$ cat src/rtl/mem_pkg.sv
// Shared encodings for the memory stage: access sizes, pipeline states and
// the lane-index width helper.
package mem_pkg;

  typedef enum logic [1:0] {
    SZ_B = 2'd0,
    SZ_H = 2'd1,
    SZ_W = 2'd2,
    SZ_D = 2'd3
  } size_e;

  typedef enum logic [1:0] {
    EMPTY = 2'd0,
    WAIT  = 2'd1,
    FULL  = 2'd2
  } state_e;

  // Number of address bits that select a byte lane within one data word.
  function automatic int lane_bits(input int dw);
    return (dw == 64) ? 3 : 2;
  endfunction

endpackage

$ cat src/rtl/mem_load_align.sv
// Combinational load extractor: shifts the addressed bytes of a read word down
// to bit 0 and sign/zero-extends them to the full data width.
module mem_load_align
  import mem_pkg::*;
#(
  parameter int DW = 32,
  parameter int LW = lane_bits(DW)
) (
  input  logic [DW-1:0] rdata,
  input  logic [LW-1:0] lane,
  input  size_e         size,
  input  logic          is_unsigned,
  output logic [DW-1:0] ext
);

  logic [DW-1:0] shifted;
  int            msb;
  logic          sign;

  always_comb begin
    shifted = rdata >> {lane, 3'b000};
    case (size)
      SZ_B:    msb = 7;
      SZ_H:    msb = 15;
      SZ_W:    msb = 31;
      default: msb = DW - 1;
    endcase
    sign = shifted[msb];
    ext  = '0;
    for (int i = 0; i < DW; i++) begin
      ext[i] = (i <= msb) ? shifted[i] : (sign & ~is_unsigned);
    end
  end

endmodule

$ cat src/rtl/mem_stage_lsu.sv
// Memory pipeline stage between execute and writeback; drives the data SRAM.
// Optional MEM_ALIGN_EXC_EN turns misaligned accesses into exception entries.
//
// state | meaning
// EMPTY | output buffer free, ready for a new op
// WAIT  | load issued, counting down the SRAM read latency
// FULL  | output buffer holds a result for writeback
module mem_stage_lsu
  import mem_pkg::*;
#(
  parameter int AW     = 32,
  parameter int DW     = 32,
  parameter int RD_LAT = 1,
  parameter int RW     = 5
) (
  input  logic            clk,
  input  logic            reset,
  input  logic            in_valid,
  output logic            in_ready,
  input  logic            in_mem_en,
  input  logic            in_is_store,
  input  logic [1:0]      in_size,
  input  logic            in_unsigned,
  input  logic [AW-1:0]   in_addr,
  input  logic [DW-1:0]   in_wdata,
  input  logic [DW-1:0]   in_result,
  input  logic [RW-1:0]   in_dest,
  output logic            data_sram_en,
  output logic [DW/8-1:0] data_sram_wen,
  output logic [AW-1:0]   data_sram_addr,
  output logic [DW-1:0]   data_sram_wdata,
  input  logic [DW-1:0]   data_sram_rdata,
  output logic            out_valid,
  input  logic            out_ready,
  output logic [DW-1:0]   out_data,
  output logic [RW-1:0]   out_dest,
  output logic            out_exc
);

  localparam int NB = DW / 8;
  localparam int LW = lane_bits(DW);

  state_e        state_q, state_d;
  logic [1:0]    cnt_q, cnt_d;
  logic          acc, mis, mem_go, ld_go;
  size_e         size_eff;
  logic [LW-1:0] lane, size_mask, alane;
  logic [NB-1:0] strobe;
  logic [DW-1:0] wdata_rep, ld_ext;
  logic [LW-1:0] ld_lane_q;
  size_e         ld_size_q;
  logic          ld_uns_q;

  assign in_ready  = (state_q == EMPTY) | ((state_q == FULL) & out_ready);
  // Gating with reset keeps the SRAM quiet while reset is held.
  assign acc       = in_valid & in_ready & ~reset;
  assign out_valid = (state_q == FULL);

  always_comb begin
    size_eff = size_e'(in_size);
    if (DW == 32 && size_eff == SZ_D) size_eff = SZ_W;
    case (size_eff)
      SZ_B:    size_mask = '0;
      SZ_H:    size_mask = LW'(1);
      SZ_W:    size_mask = LW'(3);
      default: size_mask = LW'(7);
    endcase
    lane  = in_addr[LW-1:0];
    alane = lane & ~size_mask;
  end

`ifdef MEM_ALIGN_EXC_EN
  assign mis = in_mem_en & (|(lane & size_mask));
`else
  assign mis = 1'b0;
`endif

  always_comb begin
    case (size_eff)
      SZ_B: begin
        strobe    = NB'(1) << alane;
        wdata_rep = {NB{in_wdata[7:0]}};
      end
      SZ_H: begin
        strobe    = NB'(3) << alane;
        wdata_rep = {(NB/2){in_wdata[15:0]}};
      end
      SZ_W: begin
        strobe    = NB'(15) << alane;
        wdata_rep = {(NB/4){in_wdata[31:0]}};
      end
      default: begin
        strobe    = '1;
        wdata_rep = in_wdata;
      end
    endcase
  end

  assign mem_go          = acc & in_mem_en & ~mis;
  assign ld_go           = mem_go & ~in_is_store;
  assign data_sram_en    = mem_go;
  assign data_sram_wen   = (mem_go & in_is_store) ? strobe : '0;
  assign data_sram_addr  = mem_go ? {in_addr[AW-1:LW], {LW{1'b0}}} : '0;
  assign data_sram_wdata = (mem_go & in_is_store) ? wdata_rep : '0;

  always_comb begin
    state_d = state_q;
    cnt_d   = cnt_q;
    case (state_q)
      EMPTY, FULL: begin
        if (acc) begin
          if (ld_go) begin
            state_d = WAIT;
            cnt_d   = 2'(RD_LAT - 1);
          end else begin
            state_d = FULL;
          end
        end else if (state_q == FULL && out_ready) begin
          state_d = EMPTY;
        end
      end
      WAIT: begin
        if (cnt_q == '0) state_d = FULL;
        else             cnt_d   = cnt_q - 2'd1;
      end
      default: state_d = EMPTY;
    endcase
  end

  always_ff @(posedge clk or posedge reset) begin
    if (reset) begin
      state_q <= EMPTY;
      cnt_q   <= '0;
    end else begin
      state_q <= state_d;
      cnt_q   <= cnt_d;
    end
  end

  mem_load_align #(.DW(DW), .LW(LW)) u_align (
    .rdata       (data_sram_rdata),
    .lane        (ld_lane_q),
    .size        (ld_size_q),
    .is_unsigned (ld_uns_q),
    .ext         (ld_ext)
  );

  always_ff @(posedge clk or posedge reset) begin
    if (reset) begin
      out_data  <= '0;
      out_dest  <= '0;
      out_exc   <= 1'b0;
      ld_lane_q <= '0;
      ld_size_q <= SZ_B;
      ld_uns_q  <= 1'b0;
    end else if (acc) begin
      out_dest <= in_dest;
      out_exc  <= mis;
      if (ld_go) begin
        ld_lane_q <= alane;
        ld_size_q <= size_eff;
        ld_uns_q  <= in_unsigned;
      end else begin
        out_data <= mis ? DW'(in_addr) : in_result;
      end
    end else if (state_q == WAIT && cnt_q == '0) begin
      out_data <= ld_ext;
    end else if (state_q == FULL && out_ready) begin
      out_exc <= 1'b0;
    end
  end

endmodule

$ cat config.mk
export PLATFORM = sky130hd
export DESIGN_NAME = mem_stage_lsu
export DESIGN_NICKNAME = d
export VERILOG_FILES = /design/src/rtl/mem_pkg.sv /design/src/rtl/mem_load_align.sv /design/src/rtl/mem_stage_lsu.sv
export SDC_FILE = /design/constraint.sdc
export NUM_CORES = 1
export LEC_CHECK = 0
export BUFFER_PORTS_ARGS = -buffer_cell sky130_fd_sc_hd__buf_2
export CAP_MARGIN = 40
export CORE_MARGIN = 3
export CORE_UTILIZATION = 46
export DETAILED_ROUTE_END_ITERATION = 8
export MAX_ROUTING_LAYER = met4
export PLACE_DENSITY = 0.84
export SLEW_MARGIN = 20
export SYNTH_ARGS = -nofsm -noshare
export SYNTH_HDL_FRONTEND = slang
export SYNTH_HIERARCHICAL = 1
export SYNTH_SLANG_ARGS = --single-unit
export TNS_END_PERCENT = 10
$ cat constraint.sdc
create_clock -name clk -period 3.3 [get_ports clk]
set_input_delay 0.66 -clock clk [delete_from_list [all_inputs] [get_ports clk]]
set_output_delay 0.66 -clock clk [all_outputs]
set_load 0.02 [all_outputs]
# After elaboration in Yosys (flattened, before gate mapping)

Index checks and enable logic that the tools add are counted.

$add $sub $neg: 1
Order comparisons: 33
Equal/unequal tests: 13
Shift-type cells: 4
Muxes and demuxes: 58
Bitwise operators: 13
Reductions and logical operators: 15

Operators with widths:

| operator                                                    | number |
|---|---|
| 2-to-1 mux 32 bit                                           | 5 |
| <= comparator 5 bit (first input constant)                  | 16 |
| one-hot mux 32 bit (2 select lines)                         | 1 |
| <= comparator 4 x 5 -> 1 bit (first input constant)         | 8 |
| 2-to-1 mux 1 bit                                            | 37 |
| >> shifter 32 x 5 -> 32 bit                                 | 1 |
| <= comparator 3 x 5 -> 1 bit (first input constant)         | 4 |
| 2-to-1 mux 2 bit                                            | 8 |
| inequality test 2 bit (second input constant)               | 6 |
| one-hot mux 2 bit (2 select lines)                          | 3 |
| one-hot mux 4 bit (3 select lines)                          | 1 |
| <= comparator 1 x 5 -> 1 bit (first input constant)         | 2 |
| <= comparator 2 x 5 -> 1 bit (first input constant)         | 2 |
| one-hot mux 5 bit (2 select lines)                          | 1 |
| zero test 2 bit                                             | 4 |
| AND reduction 2 bit                                         | 4 |
| bitwise AND 1 bit                                           | 7 |
| == test 2 x 1 -> 1 bit (second input constant)              | 3 |
| == test 2 bit (second input constant)                       | 3 |
| less-than comparator 5 x 6 -> 1 bit (second input constant) | 1 |
| nonzero test 2 bit                                          | 3 |
| binary-select mux 1 bit (select 5 bit)                      | 1 |
| 2-to-1 mux 4 bit                                            | 1 |
| AND reduction 4 bit                                         | 1 |
| other kinds (11)                                            | 14 |

Register bits after elaboration: 47
Output and inout bits: 109

# Longest topological paths before layout

Gate-level depths: netlist of run 1.

Word-level depth: 10
Mapped depth: 9

# By module

Netlist of run 1, hierarchy kept.

By module, submodules not included:

| module         | times used | cells an instance | area each (µm²) | sequential area each (µm²) |
|---|---|---|---|---|
| mem_stage_lsu  | 1          | 303               | 2,954.1         | 1,151.1 |
| mem_load_align | 1          | 122               | 817.0           | 0.0 |

# Worst setup path after synthesis of run 1

Ideal clock, no wire load.

Kind: input to output
From: input out_ready
To: output data_sram_wdata[16]
Data arrival time: 1.905 ns
Required time: 2.640 ns
Setup slack: 0.735 ns
Stages: 5
Cell sequence: and2b_4 > or4_4 > buf_6 > buf_6 > nor2_1

Cells in the longest elaborated chain, start to end: 7

RTL lines:

| what                           | RTL line             | source |
|---|---|---|
| from (decl)                    | mem_stage_lsu.sv:34  | `input logic out_ready,` |
| bitwise AND 1 bit              | mem_stage_lsu.sv:54  | `assign in_ready = (state_q == EMPTY) \| ((state_q == FULL) & out_ready);` |
| bitwise OR 1 bit               | mem_stage_lsu.sv:54  |  |
| bitwise AND 1 bit (2 in a row) | mem_stage_lsu.sv:56  | `assign acc = in_valid & in_ready & ~reset;` |
| bitwise AND 1 bit              | mem_stage_lsu.sv:99  | `assign mem_go = acc & in_mem_en & ~mis;` |
| bitwise AND 1 bit              | mem_stage_lsu.sv:104 | `assign data_sram_wdata = (mem_go & in_is_store) ? wdata_rep : '0;` |
| 2-to-1 mux 32 bit              | mem_stage_lsu.sv:104 |  |
| to (decl)                      | mem_stage_lsu.sv:31  | `output logic [DW-1:0] data_sram_wdata,` |

Every way passes these cells.

# Final worst setup path of run 1

From: input reset
To: output data_sram_wen[1]

Cells in the longest elaborated chain, start to end: 5

RTL lines:

| what              | RTL line             | source |
|---|---|---|
| from (decl)       | mem_stage_lsu.sv:17  | `input logic reset,` |
| inverter 1 bit    | mem_stage_lsu.sv:56  |  |
| bitwise AND 1 bit | mem_stage_lsu.sv:56  |  |
| bitwise AND 1 bit | mem_stage_lsu.sv:99  |  |
| bitwise AND 1 bit | mem_stage_lsu.sv:102 | `assign data_sram_wen = (mem_go & in_is_store) ? strobe : '0;` |
| 2-to-1 mux 4 bit  | mem_stage_lsu.sv:102 |  |
| to (decl)         | mem_stage_lsu.sv:29  | `output logic [DW/8-1:0] data_sram_wen,` |

Every way passes these cells.

==> results_tabular.tex, run 1 <==
\begin{tabular}{lr}
\hline
Metric & Value \\
\hline
\multicolumn{2}{l}{\textbf{Clock network}} \\
\quad Clock Tree Buf Depth & 2 \\
\quad Clock sink total & 46 \\
\quad Clock tree root driver cell & clkbuf\_8 \\
\quad Clk slew on worst S/H paths & 0.09 ns \\
\quad \# hold bufs at CTS & 0 \\
\quad Number of buffers added by the clock tree synthesis step & 5 \\
\quad CTS resizes & 0 \\
\quad Clock tree from TritonCTS & built \\
\quad Buffers inserted during post-CTS setup optimization & 0 \\
\quad H-tree depth & 2 \\
\quad Clock latency of the later-clocked register in the worst-skew pair & 0.30 ns \\
\multicolumn{2}{l}{\textbf{Timing}} \\
\quad Final total negative setup slack & 0 ns \\
\quad Final Hold Slack & 0.444 ns \\
\quad Final setup violation count & 0 \\
\quad Max Fclk & 367 MHz \\
\quad Unrepaired setup endpoints after global routing & false \\
\quad Part of the cycle the worst path needs & 0.826 \\
\quad Slew headroom & 0.571 \\
\quad Hold violation total from the final report & 0 \\
\quad Worst clock skew & 0.00984 ns \\
\quad Slew @ Worst Pin & 0.641 ns \\
\quad Final critical-path required period & 2.73 ns \\
\quad Number of pins exceeding their max-slew limit in the final report & 0 \\
\multicolumn{2}{l}{\textbf{Die}} \\
\quad Overall die area & 9320 µm² \\
\quad Std cell rows & 32 \\
\quad Initial cell density of the core & 0.481 \\
\quad I/O pin total & 251 \\
\quad Width of the chip & 96.5 µm \\
\quad Chip Height & 96.5 µm \\
\quad Area of the core & 7850 µm² \\
\multicolumn{2}{l}{\textbf{Global route}} \\
\quad Pin count of the biggest net entering global routing & 40 \\
\quad Number of antenna violations at the first check in global routing & 1 \\
\quad Vias in the first global route & 3943 \\
\quad Global Route Usage Sum & 0.272 \\
\quad Global-route wire length before repair & 19400 µm \\
\quad Grt total ovfl & 0 \\
\multicolumn{2}{l}{\textbf{Placement}} \\
\quad Detailed-placement wirelength estimate & 10300 µm \\
\quad Placement-stage cell area & 5020 µm² \\
\quad RePlAce Congestion & 0.980 \\
\quad Number of port buffers & 247 \\
\multicolumn{2}{l}{\textbf{Critical path}} \\
\quad Critical path capture point & data\_sram\_wen[1] \\
\quad Required time at the endpoint of the critical path & 2.64 ns \\
\quad Worst Path Arrival & 2.07 ns \\
\quad Setup slack, reg-to-reg & 1.00 ns \\
\quad Endpoint of the most critical register-to-register path & out\_data[28] \\
\quad Critical Path Start & reset \\
\quad Kind of start point of the critical path & primary input \\
\quad Worst R2R Start & ld\_lane\_q[0] \\
\quad Worst Reg-to-Reg Cells & 7 \\
\quad Worst-path maximum fanout & 28 \\
\quad Startpoint-to-endpoint class of the critical path & in -> out \\
\quad Type of destination of the critical path & output pin \\
\multicolumn{2}{l}{\textbf{Yosys}} \\
\quad Async SR Flop Fraction & 1.00 \\
\quad Number of instances in the synthesized netlist & 425 \\
\quad Netlist area before placement & 3770 µm² \\
\quad Total of flip-flops plus latches after synthesis & 46 \\
\quad Dominant cell type by area after synthesis & dfrtp\_1 \\
\quad Most instantiated flip-flop cell in the synthesis netlist & dfrtp\_1 \\
\quad Number of enable flip-flop cells after synthesis & 0 \\
\quad Average size of a mapped cell & 8.87 µm² \\
\quad Top-area cell type share of the netlist area & 0.305 \\
\quad Number of distinct library cells after synthesis & 48 \\
\quad Most common cell in the synthesized netlist & nand2\_1 \\
\quad YS warnings & 6 \\
\quad Most frequent cells after synthesis & nand2\_1 (47), dfrtp\_1 (46), or2\_2 (32) \\
\quad Share of the yosys chip area belonging to registers & 0.305 \\
\quad Leading post-synthesis cells by cell area & dfrtp\_1 (31\%), o221a\_2 (9.0\%), mux2\_2 (7.8\%), or2\_2 (5.3\%), and2\_1 (5.1\%) \\
\multicolumn{2}{l}{\textbf{Job}} \\
\quad Number of maximum-capacitance constraint violations & 0 \\
\multicolumn{2}{l}{\textbf{Routing}} \\
\quad Average wire per cell in the routed design & 17.0 µm \\
\quad Total Wirelength & 12900 µm \\
\quad DR vias & 4112 \\
\quad DRC violation count after routing & 0 \\
\quad Detailed-route vias per instance & 5.43 \\
\quad DRT antenna net count & 0 \\
\quad Drt first-iter violations & 225 \\
\quad Initial DRT Pass Iterations & 5 \\
\multicolumn{2}{l}{\textbf{Power and ir drop}} \\
\quad Sum of internal, switching and leakage power & 0.00279 W \\
\quad NetSw & 0.00120 W \\
\quad Portion of total power attributed to sequential cells & 0.334 \\
\quad Combinational share of power & 0.542 \\
\quad Pwr Density & 546 nW/µm² \\
\quad Share of power burned in the clock network & 0.124 \\
\quad Net switching fraction of the power & 0.431 \\
\quad Largest vdd supply drop & 0.219 mV \\
\quad Power Internal & 0.00159 W \\
\quad Leakage power of the design & 2.64 nW \\
\multicolumn{2}{l}{\textbf{Run status}} \\
\quad Result of the run & completed \\
\multicolumn{2}{l}{\textbf{Cells and area}} \\
\quad Nets & 796 \\
\quad Multi-input combinational cell area & 2380 µm² \\
\quad Seq. cell area & 1150 µm² \\
\quad Ratio of cells with drive above 1 in the final layout & 0.589 \\
\quad Fill cell count & 660 \\
\quad Cell area after layout & 5110 µm² \\
\quad Area growth from synthesis to layout & 35.5\% \\
\multicolumn{2}{l}{\textbf{Hold path}} \\
\quad Hold Crit Class & in -> async \\
\hline
\end{tabular}
-- state kept, by name, summed over array words and instances (netlist names) --
name	count
out_dest	5
cnt_q	2
ld_lane_q	2
ld_size_q	2
state_q	2
out_data	32
ld_uns_q	1
-- worst max-delay path, cell delays in order --
cell and delay, ns:
buf_2 0.13, nand2b_4 0.17, or4_4 0.71, a21oi_1 0.19, buf_2 0.19
-- layer usage --
metal	routed length (µm)	global-route usage	vias to the layer above
met5	0	-	-
li1	-	-	1955
met2	6360	0.484	229
met3	1130	0.0341	29
met4	301	0.0888	0
met1	5080	0.318	1899
-- power groups by stage --
stage	registers, W	clock network, W	logic (W)
floorplan	0.00117	0	0.000800
global placement	0.000929	0	0.00147
detailed placement	0.000946	0	0.00151
CTS	0.000933	0.000359	0.00151
global route	0.000961	0.000380	0.00165
finish	0.000932	0.000346	0.00151
-- how the worst min path moves through the flow --
stage	from	to	cells after the start	slack [ns]
after floorplan	ld_lane_q[0]	ld_lane_q[0]	2	0.49
after global placement	out_dest[2]	out_dest[2]	1	0.48
after detailed placement	out_dest[3]	out_dest[3]	1	0.49
after CTS	reset	out_data[0]	2	0.45
after global routing	reset	out_data[10]	2	0.47
final	reset	out_data[16]	2	0.44
-- layout by cell type (no fill, tap or decap), drive strengths merged, types with 2 or more instances in the layout --
cell and n:
a211oi 7, a21oi 36, and2 32, and3 9
buf 257, clkbuf 6, clkinv 3, conb 3
dfrtp 46, inv 7, mux2 26, mux2i 17
nand2 48, nand2b 7, nand3 16, nor2 23
nor2b 12, nor4 2, o21ai 20, o221a 32
or2 32
-- cell type report --
cell class,count,area share
multi-input combinational,335,0.466
timing repair buffer,257,0.261
sequential,46,0.225
tap,102,0.0250
clock buffer,6,0.0142
inverter,8,0.00588
clock inverter,2,0.00269
antenna,1,0.000490
-- through the flow --
stage,setup slack (ns),utilization,std cells
after global routing,0.481,0.651,757
after CTS,0.579,0.651,756
after floorplan,0.735,-,427
after global placement,0.632,0.636,747
final,0.575,0.651,757
after detailed placement,0.585,0.640,748
-- kinds of logic (layout without fill, tap and decap cells) --
family / count (synthesis) / count (layout) / synth area share
adders and majority gates: 1 / 1 / 0.00332
other: 1 / 4 / 0.000994
muxes: 43 / 43 / 0.123
AOI/OAI and AO/OA: 100 / 100 / 0.216
buffers and inverters: 46 / 273 / 0.0657
DFF: 46 / 46 / 0.305
and+or+nand+nor: 188 / 188 / 0.286
Note: power is estimated with default switching activity, not from simulation.
==> run 2, diff against run 1 <==
Settings changed: CORE_UTILIZATION 46 to 43, PLACE_DENSITY 0.84 to 0.79.
Clock period 3.3 ns to 2.6 ns, I/O delays scaled along.
==> run 2 against run 1 <==
Compared with the run above: clock power rose by 45%; critical path depth down 1; non-clock buffer count grew 3; first-iteration DRC count down 28%; combinational power up 25%; cell area up 0.44%; final cell count rose by 0.66%; global-route usage is 1.6 points lower; critical path type is now reg -> out; critical endpoint unchanged; largest power group unchanged; highest routed layer unchanged.
==> results_tabular.tex, run 2 (same netlist as run 1, synthesis figures left out) <==
\begin{tabular}{lr}
\hline
Metric & Value \\
\hline
\multicolumn{2}{l}{\textbf{Die}} \\
\quad Area of the core & 8380 µm² (+6.8\%) \\
\quad Width of the chip & 99.7 µm (+3.2\%) \\
\quad Std cell rows & 33 (+3.1\%) \\
\quad I/O pin total & 251 (unchanged) \\
\quad Chip Height & 99.7 µm (+3.2\%) \\
\quad Initial cell density of the core & 0.450 (-0.0306) \\
\quad Overall die area & 9930 µm² (+6.5\%) \\
\multicolumn{2}{l}{\textbf{Placement}} \\
\quad RePlAce Congestion & 0.934 (-4.7\%) \\
\quad Placement-stage cell area & 5030 µm² (+0.12\%) \\
\quad Detailed-placement wirelength estimate & 10200 µm (-1.5\%) \\
\quad Number of port buffers & 247 (unchanged) \\
\multicolumn{2}{l}{\textbf{Critical path}} \\
\quad Type of destination of the critical path & output pin \\
\quad Chain of cells forming the critical path & and2b\_4 > or4\_4 > a21oi\_1 > buf\_2 \\
\quad Setup slack, reg-to-reg & 0.34 ns (-0.66 ns) \\
\quad Endpoint of the most critical register-to-register path & out\_data[9] \\
\quad Worst-path maximum fanout & 28 (unchanged) \\
\quad Startpoint-to-endpoint class of the critical path & reg -> out \\
\quad Count of buffer and inverter cells on the critical path & 1 (-1) \\
\quad Worst Path Arrival & 1.96 ns (-0.11 ns) \\
\quad Required time at the endpoint of the critical path & 2.08 ns (-0.56 ns) \\
\quad CP top delay family & simple AND/OR/NAND/NOR gates \\
\quad Worst Reg-to-Reg Cells & 7 (unchanged) \\
\quad Critical Path Slowest Stage Cell & or4\_4 \\
\quad Worst R2R Start & ld\_lane\_q[1] \\
\quad Kind of start point of the critical path & register \\
\quad Maximum single-stage delay on the critical path & 0.61 ns (-0.10 ns) \\
\multicolumn{2}{l}{\textbf{Cells and area}} \\
\quad Area growth from synthesis to layout & 36.1\% \\
\quad Commonest non-fill, non-tap cell in the layout & buf\_2 \\
\quad Ratio of cells with drive above 1 in the final layout & 0.592 (+0.00340) \\
\quad Flip-flop count of the largest register after layout & 32 (unchanged) \\
\quad Fraction of the core area covered by cells at the end of the flow & 0.612 (-0.0388) \\
\quad Register containing the most flip-flops in the final layout & out\_data \\
\quad Most frequent cells in the layout & buf\_2 (247), nand2\_1 (47), dfrtp\_1 (46) \\
\quad Cell area after layout & 5130 µm² (+0.44\%) \\
\quad Largest registers & out\_data (32), out\_dest (5) \\
\quad Number of inserted diodes & 0 (-1) \\
\quad Nets & 799 (+0.38\%) \\
\multicolumn{2}{l}{\textbf{Power and ir drop}} \\
\quad Largest vdd supply drop & 0.260 mV (+18\%) \\
\quad Pwr Density & 698 nW/µm² (+28\%) \\
\quad Leakage power of the design & 2.66 nW (+0.62\%) \\
\multicolumn{2}{l}{\textbf{Timing}} \\
\quad Part of the cycle the worst path needs & 0.952 \\
\quad Final setup violation count & 0 (unchanged) \\
\quad Slew headroom & 0.579 (+0.00731) \\
\quad Hold violation total from the final report & 0 (unchanged) \\
\quad Final critical-path required period & 2.48 ns \\
\quad Unrepaired setup endpoints after global routing & false \\
\quad Slew @ Worst Pin & 0.631 ns (-0.00990 ns) \\
\quad Final total negative setup slack & 0 ns (unchanged) \\
\quad Number of pins exceeding their max-slew limit in the final report & 0 (unchanged) \\
\quad Worst clock skew & 0.00989 ns (+0.0000484 ns) \\
\quad Max Fclk & 404 MHz \\
\multicolumn{2}{l}{\textbf{Clock network}} \\
\quad Clock tree root driver cell & clkbuf\_8 \\
\quad Clk slew on worst S/H paths & 0.09 ns (about the same) \\
\quad Number of buffers added by the clock tree synthesis step & 5 (unchanged) \\
\quad Clock sink total & 46 (unchanged) \\
\quad Buffers inserted during post-CTS setup optimization & 0 (unchanged) \\
\quad Clock latency of the later-clocked register in the worst-skew pair & 0.30 ns (about the same) \\
\quad CTS resizes & 0 (unchanged) \\
\quad Clock tree from TritonCTS & built \\
\quad Clock Tree Buf Depth & 2 (unchanged) \\
\quad \# hold bufs at CTS & 0 (unchanged) \\
\quad H-tree depth & 2 (unchanged) \\
\multicolumn{2}{l}{\textbf{Job}} \\
\quad Number of maximum-capacitance constraint violations & 0 (unchanged) \\
\multicolumn{2}{l}{\textbf{Routing}} \\
\quad Average wire per cell in the routed design & 16.9 µm (-0.72\%) \\
\quad Total Wirelength & 12900 µm (about the same) \\
\quad DRC violation count after routing & 0 (unchanged) \\
\quad Detailed-route vias per instance & 5.38 (-0.95\%) \\
\quad Drt first-iter violations & 163 (-28\%) \\
\quad DRT antenna net count & 0 (unchanged) \\
\quad Initial DRT Pass Iterations & 4 (-1) \\
\quad DR vias & 4100 (-0.29\%) \\
\multicolumn{2}{l}{\textbf{Global route}} \\
\quad Global-route wire length before repair & 19900 µm (+2.7\%) \\
\quad Grt total ovfl & 0 (unchanged) \\
\quad Pin count of the biggest net entering global routing & 47 (+18\%) \\
\quad Global Route Usage Sum & 0.256 (-0.0164) \\
\quad Vias in the first global route & 3944 (+0.025\%) \\
\quad Number of antenna violations at the first check in global routing & 0 (-1) \\
\multicolumn{2}{l}{\textbf{Hold path}} \\
\quad Hold Crit Class & in -> async \\
\multicolumn{2}{l}{\textbf{Run status}} \\
\quad Result of the run & completed \\
\hline
\end{tabular}
==> run 2: through the flow <==
step / total power, W / setup slack [ns] / std cells / hold WS, ns
4_1_cts: 0.00360 / 0.0628 / 762 / 0.402
2_1_floorplan: 0.00250 / 0.315 / 427 / 0.490
3_5_place_dp: 0.00309 / 0.180 / 754 / 0.490
6_report: 0.00358 / 0.124 / 762 / 0.381
5_1_grt: 0.00382 / 0.0255 / 762 / 0.427
3_3_place_gp: 0.00304 / 0.218 / 754 / 0.485
==> run 2: area by class of cell <==
class                           instances  area, µm²
Clock buffer                            7       96.3
Clock inverter                          1       8.76
Fill cell                             748       3250
Inverter                                8       30.0
Multi-Input combinational cell        335       2380
Sequential cell                        46       1150
Tap cell                              105        131
Timing Repair Buffer                  260       1330
==> run 2: how the worst max path moves through the flow <==
| stage | startpoint | endpoint | slack (ns) | depth (start not counted) |
|---|---|---|---|---|
| finish | state_q[1] | data_sram_wen[1] | 0.12 | 4 |
| CTS | state_q[1] | data_sram_wen[1] | 0.06 | 4 |
| floorplan | out_ready | data_sram_wdata[16] | 0.31 | 5 |
| global placement | reset | data_sram_wdata[11] | 0.22 | 5 |
| detailed placement | reset | data_sram_wen[1] | 0.18 | 5 |
| global route | state_q[1] | data_sram_wdata[11] | 0.03 | 4 |
==> run 2: worst reg2reg max path: stages, from the launching register on <==
cell	delay [ns]
dfrtp_1	0.55
mux2_2	0.40
and3_1	0.18
o21ai_2	0.12
buf_4	0.29
o21ai_0	0.18
or2_2	0.32
o221a_2	0.12
==> run 2: metal layers <==
metal | share of wire | GRT usage | up-vias
met4 | 0.021 | 0.0714 | 0
met1 | 0.40 | 0.313 | 1916
met2 | 0.50 | 0.430 | 201
li1 | - | - | 1957
met5 | 0 | - | -
met3 | 0.083 | 0.0491 | 26
==> run 2: power breakdown <==
group	total [W]	internal, W	switching, W
Clock	0.000502	0.000244	0.000258
Combinational	0.00189	0.000822	0.00106
Sequential	0.00120	0.00100	0.000195
==> run 3, diff against run 2 <==
Settings changed: REMOVE_ABC_BUFFERS set to 1.
==> run 3 against run 2 <==
Compared with the run above: cell area up 0.24%; wire length up 6.1%; worst hold slack better by 0.011 ns; die area unchanged; worst setup slack worse by 0.0047 ns; core utilization up 0.15 points; highest routed layer unchanged; via count up 2.5%; global-route usage up 1.4 points; sequential power about the same.
==> results_tabular.tex, run 3 (same netlist as run 1, synthesis figures left out) <==
\begin{tabular}{lr}
\hline
Metric & Value \\
\hline
\multicolumn{2}{l}{\textbf{Cells and area}} \\
\quad Commonest non-fill, non-tap cell in the layout & buf\_2 \\
\quad Multi-input combinational cell area & 2380 µm² (unchanged) \\
\quad Cell area after layout & 5140 µm² (+0.24\%) \\
\quad Flip-flop count of the largest register after layout & 32 (unchanged) \\
\quad Area growth from synthesis to layout & 36.4\% \\
\quad Nets & 798 (-0.13\%) \\
\quad Fill cell count & 749 (+0.13\%) \\
\quad Most frequent cells in the layout & buf\_2 (247), nand2\_1 (47), dfrtp\_1 (46) \\
\quad Largest registers & out\_data (32), out\_dest (5) \\
\quad Ratio of cells with drive above 1 in the final layout & 0.591 (-0.000622) \\
\quad Register containing the most flip-flops in the final layout & out\_data \\
\quad Seq. cell area & 1150 µm² (unchanged) \\
\multicolumn{2}{l}{\textbf{Routing}} \\
\quad Average wire per cell in the routed design & 17.9 µm (+5.8\%) \\
\quad DRT antenna net count & 0 (unchanged) \\
\quad Total Wirelength & 13600 µm (+6.1\%) \\
\quad DRC violation count after routing & 0 (unchanged) \\
\quad Drt first-iter violations & 178 (+9.2\%) \\
\quad Detailed-route vias per instance & 5.50 (+2.2\%) \\
\quad Initial DRT Pass Iterations & 5 (+1) \\
\quad DR vias & 4202 (+2.5\%) \\
\multicolumn{2}{l}{\textbf{Placement}} \\
\quad Pre-CTS setup slack & 0.179 ns (-0.000261 ns) \\
\quad Number of port buffers & 247 (unchanged) \\
\quad Placement-stage cell area & 5040 µm² (+0.35\%) \\
\quad RePlAce Congestion & 1.00 (+7.6\%) \\
\quad Detailed-placement wirelength estimate & 10800 µm (+5.9\%) \\
\multicolumn{2}{l}{\textbf{Clock network}} \\
\quad \# hold bufs at CTS & 0 (unchanged) \\
\quad Clock tree root driver cell & clkbuf\_8 \\
\quad Clock sink total & 46 (unchanged) \\
\quad Buffers inserted during post-CTS setup optimization & 0 (unchanged) \\
\quad H-tree depth & 2 (unchanged) \\
\quad Clock Tree Buf Depth & 2 (unchanged) \\
\quad Clock tree from TritonCTS & built \\
\quad Clock latency of the later-clocked register in the worst-skew pair & 0.30 ns (about the same) \\
\quad Clk slew on worst S/H paths & 0.09 ns (about the same) \\
\quad CTS resizes & 0 (unchanged) \\
\quad Number of buffers added by the clock tree synthesis step & 5 (unchanged) \\
\multicolumn{2}{l}{\textbf{Critical path}} \\
\quad Critical Path Slowest Stage Cell & or4\_4 \\
\quad Required time at the endpoint of the critical path & 2.08 ns (about the same) \\
\quad Startpoint-to-endpoint class of the critical path & reg -> out \\
\quad Worst Path Arrival & 1.96 ns (about the same) \\
\quad Worst-path maximum fanout & 28 (unchanged) \\
\quad CP top delay family & simple AND/OR/NAND/NOR gates \\
\quad Kind of start point of the critical path & register \\
\quad Type of destination of the critical path & output pin \\
\quad Chain of cells forming the critical path & and2b\_4 > or4\_4 > a21oi\_1 > buf\_2 \\
\quad Maximum single-stage delay on the critical path & 0.61 ns (about the same) \\
\quad Count of buffer and inverter cells on the critical path & 1 (unchanged) \\
\multicolumn{2}{l}{\textbf{Timing}} \\
\quad Max Fclk & 403 MHz (-0.19\%) \\
\quad Final Hold Slack & 0.393 ns (+0.0115 ns) \\
\quad Final setup violation count & 0 (unchanged) \\
\quad Slew @ Worst Pin & 0.675 ns (+0.0442 ns) \\
\quad Number of pins exceeding their max-slew limit in the final report & 0 (unchanged) \\
\quad Worst clock skew & 0.00861 ns (-0.00129 ns) \\
\quad Worst setup margin & 0.119 ns (-0.00471 ns) \\
\quad Hold violation total from the final report & 0 (unchanged) \\
\quad Slew headroom & 0.549 (-0.0295) \\
\quad Final critical-path required period & 2.48 ns (+0.00471 ns) \\
\quad Unrepaired setup endpoints after global routing & false \\
\quad Part of the cycle the worst path needs & 0.954 (+0.00181) \\
\multicolumn{2}{l}{\textbf{Global route}} \\
\quad Grt total ovfl & 0 (unchanged) \\
\quad Number of antenna violations at the first check in global routing & 3 (+3) \\
\quad Global Route Usage Sum & 0.270 (+0.0145) \\
\quad Vias in the first global route & 4221 (+7.0\%) \\
\quad Pin count of the biggest net entering global routing & 47 (unchanged) \\
\quad Global-route wire length before repair & 20900 µm (+4.6\%) \\
\multicolumn{2}{l}{\textbf{Power and ir drop}} \\
\quad Pwr Density & 695 nW/µm² (-0.51\%) \\
\quad Leakage power of the design & 2.65 nW (-0.36\%) \\
\quad Sum of internal, switching and leakage power & 0.00357 W (-0.27\%) \\
\quad Largest vdd supply drop & 0.249 mV (-4.0\%) \\
\multicolumn{2}{l}{\textbf{Run status}} \\
\quad Result of the run & completed \\
\multicolumn{2}{l}{\textbf{Die}} \\
\quad Overall die area & 9930 µm² (unchanged) \\
\quad Std cell rows & 33 (unchanged) \\
\quad Width of the chip & 99.7 µm (unchanged) \\
\quad Area of the core & 8380 µm² (unchanged) \\
\quad I/O pin total & 251 (unchanged) \\
\quad Initial cell density of the core & 0.450 (unchanged) \\
\quad Chip Height & 99.7 µm (unchanged) \\
\multicolumn{2}{l}{\textbf{Hold path}} \\
\quad Hold Crit Class & in -> async \\
\multicolumn{2}{l}{\textbf{Job}} \\
\quad Number of maximum-capacitance constraint violations & 0 (unchanged) \\
\hline
\end{tabular}
-- run 3: path summary, 6_finish.rpt --
kind / start / endpoint / slack, ns / cells past startpoint
max in group asynchronous: reset / out_data[13] / 1.79 / 3
setup / recovery: state_q[1] / data_sram_wdata[12] / 0.12 / 4
hold reg to reg: out_dest[1] / out_dest[1] / 0.52 / 1
min in group clk: in_dest[2] / out_dest[2] / 0.45 / 2
setup reg to reg: ld_lane_q[1] / out_data[10] / 0.47 / 7
hold / removal: reset / state_q[0] / 0.39 / 3
-- run 3: where the power goes --
group          leakage (nW)  switching, W  total (W)  internal (W)
sequential            0.524      0.000187    0.00119       0.00100
clock                0.0408      0.000268   0.000461      0.000193
combinational          2.08       0.00109    0.00192      0.000832
total                  2.65       0.00155    0.00357       0.00203
-- run 3: final cells by class --
class | count | share of cell area
Clock buffer | 5 | 0.0134
Clock inverter | 3 | 0.00462
Inverter | 8 | 0.00584
Tap cell | 105 | 0.0255
Timing Repair Buffer | 259 | 0.263
Sequential cell | 46 | 0.224
Multi-Input combinational cell | 335 | 0.463
Antenna cell | 3 | 0.00146
-- run 3: stage by stage --
step           TNS [ns]  utilization  std cells
2_1_floorplan     -4.26            -        389
3_3_place_gp          0        0.602        753
3_5_place_dp          0        0.602        753
4_1_cts               0        0.613        761
5_1_grt               0        0.614        764
6_report              0        0.614        764
-- run 3: per-layer routing --
metal  GRT usage  share of wire
met2       0.503           0.53
met4      0.0714          0.019
met3      0.0540          0.084
met5           -              0
met1       0.290           0.36
-- run 3: worst reg2reg max path, delay by kind of cell (launching register included) --
kind	cells	cell delay, ns
mux	1	0.38
buf+inv	1	0.20
compound gates	3	0.42
flops	1	0.54
simple gates	2	0.49
